==> src/rtl/prbs_pkg.sv <==
// Shared definitions for the 14-bit PRBS (x^14+x^5+x^3+x^1+1) generator and checker.
// The polynomial lives only here, so both ends of the link step the same way.
package prbs_pkg;

    localparam int PRBS_W = 14;
    localparam int POP_W  = 4;

    // Feedback taps on state bits 13, 4, 2 and 0.
    localparam logic [PRBS_W-1:0] PRBS_TAPS = 14'h2015;

    typedef enum logic {
        SEARCH = 1'b0,
        LOCKED = 1'b1
    } chk_state_e;

    function automatic logic [PRBS_W-1:0] prbs_next(input logic [PRBS_W-1:0] s);
        return {^(s & PRBS_TAPS), s[PRBS_W-1:1]};
    endfunction

endpackage

==> src/rtl/prbs_popcount.sv <==
// Combinational population count of a PRBS-width vector.
module prbs_popcount
    import prbs_pkg::*;
(
    input  logic [PRBS_W-1:0] vec,
    output logic [POP_W-1:0]  cnt
);

    always_comb begin
        cnt = '0;
        for (int i = 0; i < PRBS_W; i++) begin
            cnt = cnt + POP_W'(vec[i]);
        end
    end

endmodule

==> config.mk <==
export PLATFORM = sky130hd
export DESIGN_NAME = prbs_popcount
export DESIGN_NICKNAME = d
export VERILOG_FILES = /design/src/rtl/prbs_pkg.sv /design/src/rtl/prbs_popcount.sv
export SDC_FILE = /design/constraint.sdc
export NUM_CORES = 1
export LEC_CHECK = 0
export BUFFER_PORTS_ARGS = -buffer_cell sky130_fd_sc_hd__buf_2
export CAP_MARGIN = 5
export CORE_AREA = 2 2 39 41
export DETAILED_ROUTE_END_ITERATION = 7
export DIE_AREA = 0 0 41 43
export PLACE_DENSITY = 0.5
export REMOVE_ABC_BUFFERS = 1
export SYNTH_ARGS = -nofsm -noshare
export SYNTH_HDL_FRONTEND = slang
export SYNTH_SLANG_ARGS = --single-unit
==> constraint.sdc <==
create_clock -name vclk -period 3.7
set_clock_uncertainty 0.1 [all_clocks]
set_input_delay 0.555 -clock vclk [all_inputs]
set_output_delay 0.555 -clock vclk [all_outputs]
set_load 0.01 [all_outputs]
# After elaboration in Yosys (flattened, before gate mapping)
# Cells that the tools add are included.
op_classes:
  add_sub_neg: 13
ops:
  columns: ["cell", "count"]
  rows:
  - ["adder 4 x 1 -> 4 bit", 10]
  - ["adder 3 x 1 -> 4 bit", 1]
  - ["adder 2 x 1 -> 3 bit", 1]
  - ["adder 1 x 1 -> 2 bit", 1]
totals:
  ff_bits: 0
  wordCells: 13
  input_bits: 14

# Depth between registers and ports, before layout
depth:
  ltp_word: 13
  ltp_mapped: 10
  depth_no_buf: 10

# Least setup slack after synthesis
# Ideal clock, no wire load.
synth_path:
  path_type: "input to output"
  from: "input vec[0]"
  to: "output cnt[2]"
  path_buffers: 0
  cell_stages: 10
  setup_slack_ns: -0.352
  t_arrival_ns: 3.397
  path_cell_list: "inv_1 fa_1 fa_1 fa_1 fa_1 inv_1 ha_1 inv_1 fa_1 xnor2_1"
synth_between:
  elab_chain_len: 13
synth_lines:
  columns: ["element", "line", "rtl"]
  rows:
  - ["start: declaration", "prbs_popcount.sv:5", "input logic [PRBS_W-1:0] vec,"]
  - ["adder 1 x 1 -> 2 bit", "prbs_popcount.sv:12", "cnt = cnt + POP_W'(vec[i]);"]
  - ["adder 2 x 1 -> 3 bit", "prbs_popcount.sv:12", null]
  - ["adder 3 x 1 -> 4 bit", "prbs_popcount.sv:12", null]
  - ["adder 4 x 1 -> 4 bit (10 in series)", "prbs_popcount.sv:12", null]
  - ["end: declaration", "prbs_popcount.sv:6", "output logic [POP_W-1:0] cnt"]
# Every way passes these cells.

# Worst setup path in the final report
layout_path:
  from: "input vec[9]"
  to: "output cnt[1]"
layout_between:
  elab_chain_len: 5
layout_lines:
  columns: ["element", "line"]
  rows:
  - ["adder 4 x 1 -> 4 bit (5 in series)", "prbs_popcount.sv:12"]
# Every way passes these cells.

==> impl_metrics.ini <==
[yosys]
yosys.area.top_type = fa_1
syn-cell-area_sq_um = 315.3
synth_seq_area_share_pct = 0
syn_inst = 36
synth.most_common_cell = inv_1
synth_area_leaders = fa_1, inv_1, ha_1
avgSynthCellArea_sq_um = 8.758
synth_top_cell_area_share_pct = 57.14
synth_cell_types = 7
ys_warn_count = 0
synth_commonest_cells = inv_1, fa_1, ha_1

[setup_path]
critPathBufInv = 6
cp_top_family = adder cells
cp_max_fo = 2
cp_cell_sequence = buf_6, inv_4, fa_1, fa_1, fa_1, fa_1, inv_2, ha_4, inv_2, fa_2, inv_1, buf_2
critPathRequiredTime_ns = 3.04
slowest_stage = fa_1
max_stage_delay_ns = 0.56
critical_path_class = input port to output port
critPathLaunchType = input port
critPathCaptureType = output port
path_common_cell = fa_1
arrival_ns = 3.52

[route]
dr.pass1.iters = 1
ant_nets = 0
viasPerCell = 3.849
wl_um = 529
wl_per_cell_um = 7.247
drc = 0
drt_iter0_markers = 0
via_count = 281

[sta]
setup_viol = 3
rsz0062_at_grt = yes
tightestPinTransition_ns = 0.1381
fmax_mhz = 239.3
period_share_pct = 112.9
relSlewSlack_pct = 90.76
finalHoldViolCount = 0
worst_slack_ns = -0.4791
period_minus_slack_ns = 4.179
drv_slew = 0

[finish]
nClkBuffers = 0
n_antenna_cell = 0
drive_gt1_share_pct = 49.12
nets = 85
register_area_sq_um = 0
seq_cell_count = 0
syn_to_final_growth_pct = 55.56
postLayoutCoreUtil_pct = 35.44

[placement]
routabilityCongestion = 0.6018
port_buffers = 18
dp_hpwl_um = 463.3

[global_route]
met1_usage_pct = 6.954
grt_use_total_pct = 6.484
grt_max_degree = 4
antenna_found_initial = 0
grt_pass1_wl_um = 841
use_met2_pct = 13.44
busiest_layer = met2
grt_pass1_vias = 252
met3_usage_pct = 0
grt_overflow = 0

[hold_path]
min_from = vec[2]
whs_path_depth = 3
min_to = cnt[0]
min-delay-path-class = input port to output port

[floorplan]
std_cell_rows = 14
die_area_sq_um = 1763
die_y_um = 43
ios = 18
initial_core_util_pct = 22.78
core-area_sq_um = 1384
die_x_um = 41

[pwr]
p_leak_nw = 0.2908
peakVddDrop_mv = 0.1790
powerDensity_nw_per_um2 = 545.0
power_mw = 0.2673

[job]
max_cap_violations = 0

[cts]
postCtsHoldBufs = 0

[run_status]
violations = negative setup slack
outcome = finished, violations left
-- routing by layer --
metal  up-vias  wire length, um
met2        12              292
li1        135                -
met4         0                0
met1       134              184
met3         0               52
met5         -                0
-- worst max path at each step --
stage          cells past startpoint      to   start
2_1_floorplan                     10  cnt[2]  vec[0]
3_3_place_gp                      12  cnt[2]  vec[0]
3_5_place_dp                      12  cnt[2]  vec[0]
4_1_cts                           12  cnt[1]  vec[9]
5_1_grt                           12  cnt[1]  vec[9]
6_report                          12  cnt[1]  vec[9]
-- per-stage QoR --
stage / hold slack (ns) / area, sq um / cells / setup TNS [ns] / setup WS, ns
finish: 1.316 / 490.5 / 73 / -1.253 / -0.4791
global route: 1.338 / 490.5 / 73 / -1.686 / -0.5866
CTS: 1.312 / 499.2 / 74 / -1.413 / -0.4868
detailed placement: 1.321 / 432.9 / 71 / -1.347 / -0.5573
global placement: 1.317 / 432.9 / 71 / -1.286 / -0.5429
floorplan: 1.161 / 315.3 / 36 / -0.6254 / -0.3518
-- cells by family after synthesis --
| logic type | count (synthesis) | share of synthesized area, % |
|---|---|---|
| compound gates | 1 | 1.586 |
| xor+xnor | 1 | 2.778 |
| fa+ha+maj | 12 | 69.05 |
| buf+inv | 20 | 23.81 |
| simple gates | 2 | 2.775 |
-- where the power goes --
| part | total (mW) | internal (mW) | switching (mW) |
|---|---|---|---|
| Clock | 0 | 0 | 0 |
| Sequential | 0 | 0 | 0 |
| Combinational | 0.267 | 0.140 | 0.128 |
| Total | 0.267 | 0.140 | 0.128 |
-- timing repair --
item                                    in CTS  in global routing
endpoints found under the setup margin       4                  4
pin swaps                                    8                  1
resized for setup                           13                  2
buffers inserted                             4                  1
-- cell usage in the layout (no fill, tap or decap) --
| cell type | count |
|---|---|
| nand2_1 | 1 |
| ha_1 | 2 |
| fa_2 | 1 |
| xnor2_1 | 1 |
| buf_2 | 16 |
| buf_4 | 1 |
| fa_1 | 8 |
| ha_4 | 1 |
| a21oi_1 | 1 |
| nand3_2 | 1 |
| inv_4 | 1 |
| inv_1 | 16 |
| buf_6 | 4 |
| inv_2 | 3 |
-- final cells by class --
class              count  area [sq um]
multi-input cells     16         260.3
well taps             16         20.02
repair buffers        21         132.6
fillers              156         893.4
inverters             20         77.57
(Power assumes the default switching activity.)
